===== src/rtl/pipeline_hazard_ctrl_if.sv =====
// Bundles the pipeline-side hazard inputs and the controller's stall/flush/forward outputs.
// Latency: none; pure signal grouping.
// Backpressure: carries the stall/flush controls the controller applies to the pipeline.
interface pipeline_hazard_ctrl_if #(
    parameter int CNT_W = 32
);
    // Instruction in ID
    logic [4:0]       RsD;
    logic [4:0]       RtD;
    logic             BranchD;
    logic             BranchTakenD;
    // Instruction in EX
    logic [4:0]       RsE;
    logic [4:0]       RtE;
    logic [4:0]       WriteRegE;
    logic             RegWriteE;
    logic             MemReadE;
    logic             MultiE;
    // Instruction in MEM
    logic [4:0]       WriteRegM;
    logic             RegWriteM;
    logic             MemReadM;
    // Instruction in WB
    logic [4:0]       WriteRegW;
    logic             RegWriteW;
    // Controls back to the pipeline
    logic             StallF;
    logic             StallD;
    logic             StallE;
    logic             FlushD;
    logic             FlushE;
    logic             FlushM;
    logic [1:0]       ForwardAE;
    logic [1:0]       ForwardBE;
    logic             MultiBusy;
    logic [CNT_W-1:0] StallCount;

    // Pipeline side: presents stage fields, consumes controls
    modport master (
        output RsD, RtD, BranchD, BranchTakenD,
        output RsE, RtE, WriteRegE, RegWriteE, MemReadE, MultiE,
        output WriteRegM, RegWriteM, MemReadM,
        output WriteRegW, RegWriteW,
        input  StallF, StallD, StallE, FlushD, FlushE, FlushM,
        input  ForwardAE, ForwardBE, MultiBusy, StallCount
    );

    // Controller side
    modport slave (
        input  RsD, RtD, BranchD, BranchTakenD,
        input  RsE, RtE, WriteRegE, RegWriteE, MemReadE, MultiE,
        input  WriteRegM, RegWriteM, MemReadM,
        input  WriteRegW, RegWriteW,
        output StallF, StallD, StallE, FlushD, FlushE, FlushM,
        output ForwardAE, ForwardBE, MultiBusy, StallCount
    );
endinterface


===== src/rtl/pipeline_hazard_ctrl.sv =====
// Hazard/sequencing controller: stalls, flushes, ALU forward selects and a saturating stall counter.
// Latency: controls are combinational in the cycle the hazard is visible; counter/FSM update on the next Clk edge.
// Backpressure: multi-cycle EX op freezes F/D/E and bubbles MEM; load-use/branch hazards freeze F/D and bubble EX.
module pipeline_hazard_ctrl #(
    parameter int MULTI_LAT = 4,
    parameter int CNT_W     = 32
) (
    input  logic                  Clk,
    input  logic                  Reset,
    pipeline_hazard_ctrl_if.slave hz
);
    typedef enum logic {RUN = 1'b0, MULTI = 1'b1} state_t;

    // A one-cycle op never needs the MULTI state; the countdown covers the cycles after the first
    localparam bit         MULTI_EN = (MULTI_LAT >= 2);
    localparam logic [3:0] CNT_INIT = MULTI_EN ? 4'(MULTI_LAT - 2) : 4'd0;
    localparam logic [CNT_W-1:0] CNT_MAX = {CNT_W{1'b1}};

    state_t           state, nextState;
    logic [3:0]       cnt, nextCnt;
    logic             multiStall, lwStall, brStall;
    logic             stallF, stallD, stallE, flushD, flushE, flushM, multiBusy;
    logic [1:0]       fwdA, fwdB;
    logic [CNT_W-1:0] stallCnt;

    // Destination matches either source; register 0 is never a real dependency
    function automatic logic regMatch(input logic [4:0] dst, input logic [4:0] a, input logic [4:0] b);
        return (dst != 5'd0) && ((dst == a) || (dst == b));
    endfunction

    // MEM result is newer than WB, so it wins
    function automatic logic [1:0] fwdSel(input logic [4:0] src,
                                          input logic regWrM, input logic [4:0] dstM,
                                          input logic regWrW, input logic [4:0] dstW);
        if (regWrM && (dstM != 5'd0) && (dstM == src))
            return 2'b10;
        else if (regWrW && (dstW != 5'd0) && (dstW == src))
            return 2'b01;
        else
            return 2'b00;
    endfunction

    // FSM state and multi-cycle countdown
    always_ff @(posedge Clk or posedge Reset) begin
        if (Reset) begin
            state <= RUN;
            cnt   <= 4'd0;
        end else begin
            state <= nextState;
            cnt   <= nextCnt;
        end
    end

    // Next state: hold the op in EX until the countdown reaches zero; MultiE ignored while in MULTI
    always_comb begin
        nextState  = state;
        nextCnt    = cnt;
        multiStall = 1'b0;
        case (state)
            RUN: begin
                if (hz.MultiE && MULTI_EN) begin
                    multiStall = 1'b1;
                    nextState  = MULTI;
                    nextCnt    = CNT_INIT;
                end
            end
            MULTI: begin
                if (cnt != 4'd0) begin
                    multiStall = 1'b1;
                    nextCnt    = cnt - 4'd1;
                end else begin
                    nextState = RUN;
                end
            end
        endcase
    end

    // Load-use and branch-compare-in-ID hazards
    always_comb begin
        lwStall = hz.MemReadE && hz.RegWriteE && regMatch(hz.WriteRegE, hz.RsD, hz.RtD);
        brStall = hz.BranchD &&
                  ((hz.RegWriteE && regMatch(hz.WriteRegE, hz.RsD, hz.RtD)) ||
                   (hz.MemReadM  && regMatch(hz.WriteRegM, hz.RsD, hz.RtD)));
    end

    // Stall/flush/forward controls; everything is held low while in reset
    always_comb begin
        stallF    = 1'b0;
        stallD    = 1'b0;
        stallE    = 1'b0;
        flushD    = 1'b0;
        flushE    = 1'b0;
        flushM    = 1'b0;
        fwdA      = 2'b00;
        fwdB      = 2'b00;
        multiBusy = 1'b0;
        if (!Reset) begin
            if (multiStall) begin
                stallF = 1'b1;
                stallD = 1'b1;
                stallE = 1'b1;
                flushM = 1'b1;
            end else if (lwStall || brStall) begin
                stallF = 1'b1;
                stallD = 1'b1;
                flushE = 1'b1;
            end
            flushD    = hz.BranchTakenD && !stallD;
            fwdA      = fwdSel(hz.RsE, hz.RegWriteM, hz.WriteRegM, hz.RegWriteW, hz.WriteRegW);
            fwdB      = fwdSel(hz.RtE, hz.RegWriteM, hz.WriteRegM, hz.RegWriteW, hz.WriteRegW);
            multiBusy = (state == MULTI);
        end
    end

    // Saturating count of cycles spent with the PC held
    always_ff @(posedge Clk or posedge Reset) begin
        if (Reset)
            stallCnt <= '0;
        else if (stallF && (stallCnt != CNT_MAX))
            stallCnt <= stallCnt + CNT_W'(1);
    end

    assign hz.StallF     = stallF;
    assign hz.StallD     = stallD;
    assign hz.StallE     = stallE;
    assign hz.FlushD     = flushD;
    assign hz.FlushE     = flushE;
    assign hz.FlushM     = flushM;
    assign hz.ForwardAE  = fwdA;
    assign hz.ForwardBE  = fwdB;
    assign hz.MultiBusy  = multiBusy;
    assign hz.StallCount = stallCnt;
endmodule


===== src/flat_wrapper.sv =====
// flat-port wrapper written by rule: the top's interface ports become plain ports
module pipeline_hazard_ctrl_flat 
#(
    parameter int MULTI_LAT = 4,
    parameter int CNT_W     = 32
)
  (Clk, Reset, hz_RsD, hz_RtD, hz_BranchD, hz_BranchTakenD, hz_RsE, hz_RtE, hz_WriteRegE, hz_RegWriteE, hz_MemReadE, hz_MultiE, hz_WriteRegM, hz_RegWriteM, hz_MemReadM, hz_WriteRegW, hz_RegWriteW, hz_StallF, hz_StallD, hz_StallE, hz_FlushD, hz_FlushE, hz_FlushM, hz_ForwardAE, hz_ForwardBE, hz_MultiBusy, hz_StallCount);
  pipeline_hazard_ctrl_if #(.CNT_W(CNT_W)) hz_i ();
  input  logic Clk;
  input  logic Reset;
  input wire logic [$bits(hz_i.RsD)-1:0] hz_RsD;
  input wire logic [$bits(hz_i.RtD)-1:0] hz_RtD;
  input wire logic [$bits(hz_i.BranchD)-1:0] hz_BranchD;
  input wire logic [$bits(hz_i.BranchTakenD)-1:0] hz_BranchTakenD;
  input wire logic [$bits(hz_i.RsE)-1:0] hz_RsE;
  input wire logic [$bits(hz_i.RtE)-1:0] hz_RtE;
  input wire logic [$bits(hz_i.WriteRegE)-1:0] hz_WriteRegE;
  input wire logic [$bits(hz_i.RegWriteE)-1:0] hz_RegWriteE;
  input wire logic [$bits(hz_i.MemReadE)-1:0] hz_MemReadE;
  input wire logic [$bits(hz_i.MultiE)-1:0] hz_MultiE;
  input wire logic [$bits(hz_i.WriteRegM)-1:0] hz_WriteRegM;
  input wire logic [$bits(hz_i.RegWriteM)-1:0] hz_RegWriteM;
  input wire logic [$bits(hz_i.MemReadM)-1:0] hz_MemReadM;
  input wire logic [$bits(hz_i.WriteRegW)-1:0] hz_WriteRegW;
  input wire logic [$bits(hz_i.RegWriteW)-1:0] hz_RegWriteW;
  output wire logic [$bits(hz_i.StallF)-1:0] hz_StallF;
  output wire logic [$bits(hz_i.StallD)-1:0] hz_StallD;
  output wire logic [$bits(hz_i.StallE)-1:0] hz_StallE;
  output wire logic [$bits(hz_i.FlushD)-1:0] hz_FlushD;
  output wire logic [$bits(hz_i.FlushE)-1:0] hz_FlushE;
  output wire logic [$bits(hz_i.FlushM)-1:0] hz_FlushM;
  output wire logic [$bits(hz_i.ForwardAE)-1:0] hz_ForwardAE;
  output wire logic [$bits(hz_i.ForwardBE)-1:0] hz_ForwardBE;
  output wire logic [$bits(hz_i.MultiBusy)-1:0] hz_MultiBusy;
  output wire logic [$bits(hz_i.StallCount)-1:0] hz_StallCount;
  assign hz_i.RsD = hz_RsD;
  assign hz_i.RtD = hz_RtD;
  assign hz_i.BranchD = hz_BranchD;
  assign hz_i.BranchTakenD = hz_BranchTakenD;
  assign hz_i.RsE = hz_RsE;
  assign hz_i.RtE = hz_RtE;
  assign hz_i.WriteRegE = hz_WriteRegE;
  assign hz_i.RegWriteE = hz_RegWriteE;
  assign hz_i.MemReadE = hz_MemReadE;
  assign hz_i.MultiE = hz_MultiE;
  assign hz_i.WriteRegM = hz_WriteRegM;
  assign hz_i.RegWriteM = hz_RegWriteM;
  assign hz_i.MemReadM = hz_MemReadM;
  assign hz_i.WriteRegW = hz_WriteRegW;
  assign hz_i.RegWriteW = hz_RegWriteW;
  assign hz_StallF = hz_i.StallF;
  assign hz_StallD = hz_i.StallD;
  assign hz_StallE = hz_i.StallE;
  assign hz_FlushD = hz_i.FlushD;
  assign hz_FlushE = hz_i.FlushE;
  assign hz_FlushM = hz_i.FlushM;
  assign hz_ForwardAE = hz_i.ForwardAE;
  assign hz_ForwardBE = hz_i.ForwardBE;
  assign hz_MultiBusy = hz_i.MultiBusy;
  assign hz_StallCount = hz_i.StallCount;
  pipeline_hazard_ctrl #(.MULTI_LAT(MULTI_LAT), .CNT_W(CNT_W)) u_core (.Clk(Clk), .Reset(Reset), .hz(hz_i));
endmodule

===== config.mk =====
export PLATFORM = sky130hd
export DESIGN_NAME = pipeline_hazard_ctrl_flat
export DESIGN_NICKNAME = d
export VERILOG_FILES = /design/src/rtl/pipeline_hazard_ctrl_if.sv /design/src/rtl/pipeline_hazard_ctrl.sv /design/src/flat_wrapper.sv
export SDC_FILE = /design/constraint.sdc
export NUM_CORES = 1
export LEC_CHECK = 0
export CORE_MARGIN = 3
export CORE_UTILIZATION = 40
export DETAILED_ROUTE_END_ITERATION = 16
export GPL_ROUTABILITY_DRIVEN = 0
export PLACE_DENSITY = 0.77
export RECOVER_POWER = 25
export SETUP_SLACK_MARGIN = 0.15
export SLEW_MARGIN = 5
export SYNTH_ARGS = -nofsm -noshare
export SYNTH_HDL_FRONTEND = slang
export SYNTH_SLANG_ARGS = --single-unit

===== constraint.sdc =====
create_clock -name Clk -period 4.83 [get_ports Clk]
set_clock_uncertainty 0.15 [all_clocks]
set_input_delay 0.7245 -clock Clk [delete_from_list [all_inputs] [get_ports Clk]]
set_output_delay 0.7245 -clock Clk [all_outputs]
set_load 0.005 [all_outputs]

==> results.txt, run 1 <==
- Once placement finished, the instance area stood at roughly 0.0034 sq mm.
- Yosys warnings: 0
* Number of buffers created by CTS: 5
- Part of the Yosys area used for sequential elements: 36.6%
- The number of nets in the synthesized netlist is 313.
* Final instance area: 0.00349 sq mm
- The final-report max-slew violation count came to 0.
- The via count of the first global-routing pass came to 2,274.
- Fraction of synthesis flops using an asynchronous set or reset pin: 100%
- Fill cells in the final layout number 530.
- Dividing the detail-routed wire length by the instance count gives ~15 um.
- Post-CTS repair changed the size of 0 cells.
- The top cell types in the final layout, fill and taps aside, are clkdlybuf4s50_1 (85), xor2_1 (41), dfrtp_1 (37).
- Number of failing setup endpoints in the final timing report: 0
- In the final design database the tool counted slightly below 400 nets.
* Critical path peak fanout: 21
- The worst setup path is captured at a primary output.
- CP max-delay cell: clkdlybuf4s50_1
- First-pass GRT wire length: 10.6 mm
* Setup fix buffers added after clock tree synthesis: 0
- Critical path data arrival time: 3010 ps
- Final hold slack: 346 ps
- Max H-tree Level: 2
- Die height: 85.5 um
- Chip width: 85.5 um
* Pre-CTS setup slack: 951 ps
- Worst min path class: flop to flop
- The final layout contains routed wiring with a total length of 6.17 mm.
* Biggest cell delay along the critical path: 670 ps
- Number of routed nets with antenna violations: 0
- In this run the cell area of the synthesized design comes to 0.00253 sq mm.
- The library cell used most frequently in the layout, excluding fill and tap cells, is clkdlybuf4s50_1.
- In this run the tool buffered the top-level ports with 87 buffer cells.
* Hold bufs inserted after CTS: 0
- RSZ-0062 raised after global routing: false
- Fraction of final layout cells with drive strength greater than 1: 5.17%
* Worst path most repeated cell: clkdlybuf4s50_1
- The first routing iteration left 112 violations.
- Clock-pin slew was measured on the worst setup and hold paths at 70 ps.
- Peak supply drop: 0.161 mV
- During I/O placement, the number of pins put on the boundary was 88.
- Total power for the finished layout comes to 1100 uW.
- Effective utilization at floorplan: 41.9%
* Maximum clock rate: 257 MHz
* CTS tree: done
- Number of cells produced by synthesis: about 270
- Pin count of the biggest net entering global routing: 40
- Max-cap violations in this run came to 0.
- Synthesized area per cell: 9.50 sq um
* Post-DP HPWL: 4.91 mm
- Worst reg-to-reg path cell count: 6
* Number of hold violations in the final report: 0
- Period minus WS final: between 3000 and 4000 ps
- Number of cell rows: 28
- Total inserted antenna cells: 0
* Area of the multi-input gates: 0.00148 sq mm
- The routed layout has 2,271 vias.
- Area of the die: 0.00731 sq mm
- Counting instances, the worst hold path has a depth of 1.
- In this run the standard cell core region covers ~0.006 sq mm.
- Detailed-routing iteration count for the pre-antenna-repair pass: 4
- The clock net in this run drives a total of 37 sinks.
- CP startpoint kind: primary input
* Master cell of the clock root buffer: clkbuf_8
- Reg area: 926 sq um
- The synthesized netlist contains 44 unique library cells.
* Grt ovf: 0
- After layout, the worst setup slack is between 900 and 1000 ps.
* Sum Neg Setup Slack: 0 ps
- From synthesis to final layout, the design area changed by 38.1%.
* Outcome: completed
* Kind of critical path: primary input to primary output
- CTS max path bufs: 2
- Via density: 5.37
- In this run the static leakage power is 0.00139 uW.
- Global routing used 17.9% of the available tracks.
* Antenna violations before repair: 0
* Number of flops mapped to enable cells by yosys: 0
* Slew margin rel.: a little over a third
- In the routed design, unresolved DRC markers number 0.
* Most instantiated flip-flop cell in the synthesis netlist: dfrtp_1
* Seq cells post-synth: 37
* Required time at the worst-slack endpoint: 3960 ps
- List of cells traversed by the critical path: clkdlybuf4s50_1 -> xnor2_1 -> nand3_1 -> o22ai_2 -> a221oi_4 -> buf_4 -> nor2_1 -> clkdlybuf4s50_1
- Dividing total power by cell area gives a power density of 315 mW/mm^2.
- Worst Max-Slew Pin Slew: 961 ps
* Insertion delay of the later-clocked pin in the worst-skew pair: about 290 ps
- Post-route clock period utilization: around four fifths
## sequential cells by signal, indices dropped and copies added (netlist names)
| register | cells |
|---|---|
| u_core.cnt | 4 |
| u_core.hz.StallCount | 32 |
| u_core.state | 1 |
## worst max-delay path: cells and delay by family
| family | cells | cell delay (ps) |
|---|---|---|
| XOR/XNOR | 1 | 160 |
| AND/OR/NAND/NOR | 2 | 320 |
| AO/OA/AOI/OAI | 2 | 350 |
| buffers and inverters | 3 | 1450 |
## per-stage QoR
stage	cells	utilization, %
floorplan	266	-
global placement	415	56.7
detailed placement	415	56.7
CTS	423	58.0
global route	423	57.9
finish	423	57.9
## where the power goes
group	switching, uW	leakage, uW	total, uW	internal [uW]
registers	79.7	0.000466	450	370
clock network	105	0.0000395	208	103
logic	196	0.000888	441	245
## routing by layer
layer	global-route usage, %	wire length, um	vias up
met5	0	0	-
met4	6.04	123	0
met3	4.61	486	10
met2	30.2	3100	92
met1	22.3	2460	1062
li1	-	-	1107
## synth_stat cells (8+ instances only)
master	count	area, sq um
buf_2	8	40.0
dfrtp_1	37	926
nand2_1	18	67.6
nand3_1	19	95.1
nand4_1	10	62.6
nor2_1	9	33.8
nor3_1	18	90.1
nor4_1	19	119
xnor2_1	30	263
xor2_1	41	359
## worst paths after layout
path | from | end | slack [ps]
setup / recovery | hz_WriteRegM[4] | hz_StallD | 950
hold / removal | u_core.hz.StallCount[21] | u_core.hz.StallCount[21] | 350
setup reg to reg | u_core.hz.StallCount[3] | u_core.hz.StallCount[1] | 2060
hold reg to reg | u_core.hz.StallCount[21] | u_core.hz.StallCount[21] | 350
max in group asynchronous | Reset | u_core.state | 3100
min in group asynchronous | Reset | u_core.hz.StallCount[11] | 1080
## logic make-up after synthesis
kind of cell | synth area share (%)
simple gates | 27.0
xor+xnor | 24.6
flops | 36.6
buf+inv | 4.55
compound gates | 5.20
mux | 0.990
fa+ha+maj | 0.990
## layout make-up
class	count	area share, %
clock buffers	8	2.29
inverters	4	0.430
multi-input cells	209	42.5
flip-flops and latches	37	26.5
well taps	75	2.69
repair buffers	90	25.6
Note: power is estimated with default switching activity, not from simulation.
==> run 2, diff against run 1 <==
--- a/config.mk
+++ b/config.mk
@@ -9,7 +9,7 @@
 export CORE_UTILIZATION = 40
 export DETAILED_ROUTE_END_ITERATION = 16
 export GPL_ROUTABILITY_DRIVEN = 0
-export PLACE_DENSITY = 0.77
+export PLACE_DENSITY = 0.8
 export RECOVER_POWER = 25
 export SETUP_SLACK_MARGIN = 0.15
 export SLEW_MARGIN = 5
==> constraint.sdc (replaced) <==
create_clock -name Clk -period 3.2 [get_ports Clk]
set_clock_uncertainty 0.15 [all_clocks]
set_input_delay 0.48 -clock Clk [delete_from_list [all_inputs] [get_ports Clk]]
set_output_delay 0.48 -clock Clk [all_outputs]
set_load 0.005 [all_outputs]
==> run 2 against run 1 <==
Net effect: final cell count grew 2.1%; register-to-register slack got worse by 1500 ps; die area did not move; core utilization grew 1.8 points; critical path depth shrank 1; combinational power up 55%; first-iteration DRC count decreased by 39%; worst hold slack got worse by 1.8 ps; via count rose by 2.6%; sequential share of layout area down 0.82 points.
==> results.txt, run 2 (same netlist as run 1, synthesis figures left out) <==
- The flip-flop count of the largest register, all copies and words added was 32 (unchanged).
* Vias: 2,330 (+2.6%)
- The count of endpoints failing setup in the final report came to 0 (unchanged).
* Highest routed metal layer: met4
* Met2 wirelength from detailed routing: 3.22 mm (+3.8%)
* Via density: 5.39 (+0.46%)
* Number of hold violations in the final report: 0 (unchanged)
- Placed cells: 425 (+2.4%)
- Top-level I/O count: 88 (unchanged)
- The net count of the finished layout was 404 (+2.5%).
- The initial antenna violation count came to 0 (unchanged).
* Sum Neg Setup Slack: 0 ps (unchanged)
- The mean routed wirelength per cell came to 14.6 um (+0.31%).
- The floorplan die height came to 85.5 um (unchanged).
- The number of diodes added for antenna fixing came to 0 (unchanged).
* Detailed-routing iteration count for the pre-antenna-repair pass: 4 (unchanged)
* Reg area: 926 sq um (unchanged)
- The count of port buffers added during placement came to 87 (unchanged).
- Biggest cell delay along the critical path: 500 ps (-170 ps)
- The clock slew at the register clock pins of the worst setup and hold paths came to 70 ps (about the same).
- The run finished with clean final reports.
- The post-detailed-route DRC marker count is 0 (unchanged).
- Walking the worst path, the cells encountered are clkdlybuf4s50_1 -> nor3_1 -> nand2_1 -> and3_1 -> a221oi_4 -> and3_1 -> clkdlybuf4s50_1.
* Layout Cells excl Fill: 432 (+2.1%)
* Number of violations of the max-capacitance limit: 0 (unchanged)
- The smallest clock period supported by the final layout is computed as 3040 ps.
- Setup repair after global routing could not meet its margin everywhere.
* Setup fix buffers added after clock tree synthesis: 0 (unchanged)
- Post-route clock period utilization: 95.0%
* Peak supply drop: 0.197 mV (+23%)
* Slew margin rel.: 62.7% (+27 points)
* Maximum clock rate: 329 MHz
- Pin count of the biggest net entering global routing: 40 (unchanged)
* Highest-count cells in the layout ignoring fill and taps: clkdlybuf4s50_1 (82), xor2_1 (41), dfrtp_1 (37)
* Nature of the critical path endpoint: primary output
* Total length of routed wires: 6.32 mm (+2.4%)
* First-pass GRT wire length: 10.9 mm (+3.6%)
- The met3 wirelength from detailed routing is 472 um (-2.9%).
- Core region area: 0.00603 sq mm (unchanged)
- Final instance area: 0.00360 sq mm (+3.2%)
* Effective utilization at floorplan: 41.9% (unchanged)
- Critical path peak fanout: 3 (-86%)
- CP max-delay cell: clkdlybuf4s50_1
* Number of routed nets with antenna violations: 0 (unchanged)
* Fillers: 534 (+0.75%)
- The deepest clock path buffer count came to 2 (unchanged).
- Leakage power of the design: 0.00148 uW (+6.4%)
- Kind of critical path: primary input to primary output
- The number of buffers created by CTS came to 5 (unchanged).
- Post-DP HPWL: 4.96 mm (+1.1%)
- The global-route congestion overflow total was 0 (unchanged).
* Most common cell after layout, fill and taps aside: clkdlybuf4s50_1
* Area of the multi-input gates: 0.00151 sq mm (+1.6%)
- The kind of cell with the highest combined delay along the critical path is buffers and inverters.
- Area growth from synthesis to final layout: 42.5%
- Hold bufs inserted after CTS: 0 (unchanged)
* Number of clock sinks: 37 (unchanged)
- The final-report max-slew violation count was 0 (unchanged).
- The number of placement rows is 28 (unchanged).
* Required time at the worst-slack endpoint: 2570 ps (-1390 ps)
- Power density cells: 471 mW/mm^2 (+50%)
- Master cell of the clock root buffer: clkbuf_8
- Fraction of final layout cells with drive strength greater than 1: 9.52% (+4.4 points)
- The routed metal-1 wirelength was 2.57 mm (+4.2%).
- Final worst-path setup slack: 159 ps (-787 ps)
- Critical path data arrival time: 2410 ps (-600 ps)
- Worst Max-Slew Pin Slew: 559 ps (-401 ps)
- The min-delay analysis places its worst path in the category flop to flop.
* Vias in the first global route: 2,380 (+4.7%)
- CTS tree: done
* Chip width: 85.5 um (unchanged)
* Final hold slack: 344 ps (-1.83 ps)
- The combined buffer and inverter count along the critical path was 2 (-1).
- Insertion delay of the later-clocked pin in the worst-skew pair: 280 ps (about the same)
- Tot GR Track Use: 18.2% (+0.36 points)
- The total die area was 0.00731 sq mm (unchanged).
- Pre-CTS setup slack: 82.1 ps (-868 ps)
* Max H-tree Level: 2 (unchanged)
- STA classifies the critical path startpoint as a primary input.
- Area after detailed placement: 0.00349 sq mm (+2.3%)
- The initial DRC count came to 68 (-39%).
==> run 2: per-stage QoR <==
stage / util (%) / power, uW
after global routing: 59.8 / 1810
after detailed placement: 58.0 / 1370
final: 59.8 / 1700
after floorplan: - / 1060
after global placement: 58.0 / 1350
after CTS: 59.6 / 1700
==> run 2: metal layers <==
layer | global-route usage [%] | up-vias
li1 | - | 1125
met1 | 22.3 | 1116
met2 | 31.9 | 81
met3 | 5.19 | 8
met4 | 4.17 | 0
met5 | 0 | -
==> run 2: power by group <==
part           switching [uW]  internal [uW]
clock                     156            171
combinational             304            380
sequential                127            559
total                     586           1110
==> run 2: final timing paths <==
kind | cells past startpoint | to | from | slack, ps
worst max-delay path | 7 | hz_FlushD | hz_WriteRegM[1] | 160
worst min-delay path | 1 | u_core.hz.StallCount[21] | u_core.hz.StallCount[21] | 340
worst max register to register | 7 | u_core.hz.StallCount[31] | u_core.hz.StallCount[4] | 590
worst min register to register | 1 | u_core.hz.StallCount[21] | u_core.hz.StallCount[21] | 340
max in group asynchronous | 3 | u_core.hz.StallCount[20] | Reset | 1860
min in group asynchronous | 3 | u_core.state | Reset | 700
==> run 2: final cells by class <==
cell class / instances / share of cell area (%)
sequential: 37 / 25.7
inverter: 4 / 0.521
tap: 75 / 2.61
clock buffer: 7 / 2.40
multi-input combinational: 209 / 41.8
timing repair buffer: 100 / 27.0
==> run 2: timing repair <==
| item | CTS | global route |
|---|---|---|
| pin swaps | 0 | 1 |
| endpoints found under the setup margin | 6 | 5 |
| gates cloned | 0 | 0 |
| resized for setup | 5 | 3 |
==> run 3, diff against run 2 <==
--- a/config.mk
+++ b/config.mk
@@ -5,11 +5,12 @@
 export SDC_FILE = /design/constraint.sdc
 export NUM_CORES = 1
 export LEC_CHECK = 0
+export ABC_AREA = 1
 export CORE_MARGIN = 3
 export CORE_UTILIZATION = 40
 export DETAILED_ROUTE_END_ITERATION = 16
 export GPL_ROUTABILITY_DRIVEN = 0
-export PLACE_DENSITY = 0.8
+export PLACE_DENSITY = 0.75
 export RECOVER_POWER = 25
 export SETUP_SLACK_MARGIN = 0.15
 export SLEW_MARGIN = 5
==> run 3 against run 2 <==
Net effect: critical path depth did not move; setup slack improved by 31 ps; critical endpoint is now hz_ForwardBE[0]; count of clock-buffer cells in the layout did not move; largest cell class unchanged; sequential power fell by 16%; via count rose by 61%.
==> results.txt, run 3 <==
* Outcome: completed
* Initial drt markers: 241 (+250%)
- Biggest cell delay along the critical path: 650 ps (+150 ps)
- Critical path's top delay family: buffers and inverters
* Residual DRC: 0 (unchanged)
- From synthesis to final layout, the design area changed by 29.9%.
- The combinational power share is 42.3% (+2.0 points).
- The count of buffers added by post-CTS timing repair for setup was 0 (unchanged).
- Most instantiated flip-flop cell in the synthesis netlist: dfrtp_1
* Part of the Yosys area used for sequential elements: 27.5% (-9.2 points)
- Nature of the critical path endpoint: primary output
* Kind of critical path: primary input to primary output
- The maximum resistive drop on vdd is 0.297 mV (+50%).
- Number of clock sinks: 37 (unchanged)
- The number of top-level design ports was 88 (unchanged).
- Slew margin rel.: 46.0% (-17 points)
- The floorplan die height is 97.8 um (+14%).
* Area fraction of the dominant cell type after synthesis: 27.5% (-9.2 points)
- The flip-flop count of the largest register, all copies and words added is 32 (unchanged).
- Area of the multi-input gates: 0.00204 sq mm (+36%)
- CP max-delay cell: dlygate4sd3_1
- Count of unique library cells instantiated by Yosys: 36 (-18%)
* Detailed-routing iteration count for the pre-antenna-repair pass: 5 (+1)
- The count of final hold-check violations came to 0 (unchanged).
- Final instance area: 0.00438 sq mm (+22%)
- The pre-CTS setup slack is 66.3 ps (-15.8 ps).
* Sum Neg Setup Slack: 0 ps (unchanged)
- Setup repair after global routing could not meet its margin everywhere.
- The area after detailed placement was 0.00429 sq mm (+23%).
- Period minus WS final: 3010 ps (-30.6 ps)
- Netlist Area Pre-Place: 0.00337 sq mm (+33%)
- Master cell of the clock root buffer: clkbuf_8
* Top post-synthesis cells by area: dfrtp_1 (27%), nand2_1 (23%), nand4_1 (7.6%)
* Internal power contribution: 980 uW (-12%)
- The horizontal die dimension came to 97.8 um (+14%).
- Leakage power of the design: 0.00216 uW (+46%)
* CP startpoint kind: primary input
* Reg area: 926 sq um (unchanged)
- The clock network fraction of total power is 21.1% (+1.8 points).
- The signal on the critical path passes through dlygate4sd3_1 -> inv_1 -> o21ai_1 -> a211oi_1 -> nand3_1 -> nor3b_1 -> clkdlybuf4s50_1.
* Number of routed nets with antenna violations: 0 (unchanged)
- The fraction of power spent switching nets is 38.2% (+3.6 points).
- The mean routed wirelength per cell came to 13.0 um (-11%).
- The global-route congestion overflow total was 0 (unchanged).
* Number of cells produced by synthesis: 547 (+110%)
- Utilization after layout: 55.0% (-4.8 points)
* Most common cell after layout, fill and taps aside: nand2_1
- Synthesized area per cell: 6.16 sq um (-35%)
- CP Buf/Inv Count: 3 (+1)
* Via density: 5.14 (-4.7%)
- The number of standard cells in the final layout excluding fillers was 730 (+69%).
- Antenna violations before repair: 0 (unchanged)
* Highest-count cells in the layout ignoring fill and taps: nand2_1 (204), clkdlybuf4s50_1 (76), nor2_1 (65)
- Area leader, netlist: dfrtp_1
- The actual transition at the worst max-transition pin is 810 ps (+251 ps).
- The net load switching power is 604 uW (+3.1%).
* Fillers: 781 (+46%)
- The number of flip-flops and latches in the synthesized netlist came to 37 (unchanged).
- Final worst-path setup slack: 189 ps (+30.6 ps)
* Synthesized Nets: 594 (+90%)
- Critical path data arrival time: 2380 ps (-30 ps)
* Post-route clock period utilization: 94.1% (-0.95 points)
- Worst min path class: flop to flop
- The reported max-cap violation count came to 0 (unchanged).
- The largest net degree at the start of global routing is 74 (+85%).
- TritonCTS built the clock tree.
- Fraction of synthesis flops using an asynchronous set or reset pin: 100% (unchanged)
* Area of the die: 0.00957 sq mm (+31%)
- The number of H-tree levels is 2 (unchanged).
- Total length of routed wires: 9.50 mm (+50%)
- Placed cells: 723 (+70%)
* CTS max path bufs: 2 (unchanged)
- The via count of the first global-routing pass came to 3,439 (+44%).
* Post-DP HPWL: 7.45 mm (+50%)
- Maximum clock rate: 332 MHz (+1.0%)
- The clock slew at the register clock pins of the worst setup and hold paths was 70 ps (about the same).
* Critical path peak fanout: 8 (+5)
- Number of flops mapped to enable cells by yosys: 0 (unchanged)
* Power density cells: 362 mW/mm^2 (-23%)
* Insertion delay of the later-clocked pin in the worst-skew pair: 290 ps (about the same)
* Total inserted antenna cells: 0 (unchanged)
- The final-report max-slew violation count is 0 (unchanged).
- The number of buffers created by CTS is 5 (unchanged).
- Core region area: 0.00797 sq mm (+32%)
- The starting density of the core was 42.3% (+0.38 points).
* Register-to-Register Setup Slack: 850 ps (+260 ps)
* First-pass GRT wire length: 15.9 mm (+46%)
- Required time at the worst-slack endpoint: 2570 ps (about the same)
- The count of endpoints failing setup in the final report came to 0 (unchanged).
- Fraction of final layout cells with drive strength greater than 1: 6.37% (-3.2 points)
- Share of total power in sequential cells: 36.5% (-3.9 points)
- The count of port buffers added during placement is 87 (unchanged).
* Cell with the most instances after synthesis: nand2_1
* Nets: 675 (+67%)
* Tot GR Track Use: 19.8% (+1.5 points)
- The number of warnings printed during yosys synthesis is 0 (unchanged).
- The number of placement rows came to 32 (+14%).
- Cell types with the highest counts after synthesis: nand2_1 (204), nor2_1 (66), inv_1 (60), nand4_1 (41), dfrtp_1 (37)
- Vias: 3,752 (+61%)
-- run 3: cell types whose count changed after synthesis, moves of 4 or more --
cell	change
xor2_1	-20
inv_2	+14
nor2_1	+57
nor2b_1	-4
buf_2	-4
nand2_1	+186
xnor2_1	-14
or4_1	-4
nand4_1	+31
inv_1	+56
nand3b_1	+5
nor3_1	-14
nor4_1	-17
-- run 3: timing repair --
| item | in CTS | in global routing |
|---|---|---|
| pin swaps | 0 | 1 |
| gates resized for setup | 5 | 6 |
| setup endpoints to repair | 4 | 4 |
| gates cloned | 0 | 0 |
| hold buffers | 0 | 0 |
-- run 3: kinds of logic after synthesis --
logic type                 after synthesis  share of synthesized area [%]
AOI/OAI and AO/OA                       19                           3.45
xor gates and xnor gates                37                           9.61
adders and majority gates                2                          0.742
buffers and inverters                   93                           12.1
DFF                                     37                           27.5
and+or+nand+nor                        359                           46.7
-- run 3: final timing paths --
| path | cells after the start | endpoint | from |
|---|---|---|---|
| worst max-delay path | 7 | hz_ForwardBE[0] | Reset |
| worst min-delay path | 1 | u_core.cnt[0] | u_core.cnt[0] |
| worst max register to register | 10 | u_core.hz.StallCount[6] | u_core.cnt[0] |
| worst min register to register | 1 | u_core.cnt[0] | u_core.cnt[0] |
| max in group asynchronous | 3 | u_core.hz.StallCount[15] | Reset |
| min in group asynchronous | 3 | u_core.state | Reset |
-- run 3: routing by layer --
metal	vias up	part of all wire (%)	global-route usage (%)
met5	-	0	0
met4	0	2.5	5.96
met3	25	6.1	3.50
met2	130	46	32.1
met1	1707	45	26.9
li1	1890	-	-
-- run 3: worst register-to-register path, delay by kind of cell, from the launching register on --
kind | cells | cell delay, ps
and+or+nand+nor | 5 | 520
buffers and inverters | 3 | 650
AOI/OAI and AO/OA | 1 | 330
DFF | 1 | 370
adders and majority gates | 1 | 220
-- run 3: power groups by stage --
stage          clock, uW  combinational (uW)  sequential (uW)
2_1_floorplan          0                 438              579
3_3_place_gp           0                 663              585
3_5_place_dp           0                 676              587
4_1_cts              347                 676              579
5_1_grt              369                 746              589
6_report             335                 671              579
-- run 3: cell type report --
cell class	instances	share of cell area (%)
multi-input cells	417	46.6
flip-flops and latches	37	21.1
repair buffers	93	21.0
inverters	74	6.34
well taps	102	2.91
clock buffers	7	1.97
-- run 3: metrics by stage --
stage	total power (uW)	hold WS, ps
finish	1580	354
global route	1700	403
CTS	1600	358
detailed placement	1260	348
global placement	1250	328
floorplan	1020	307
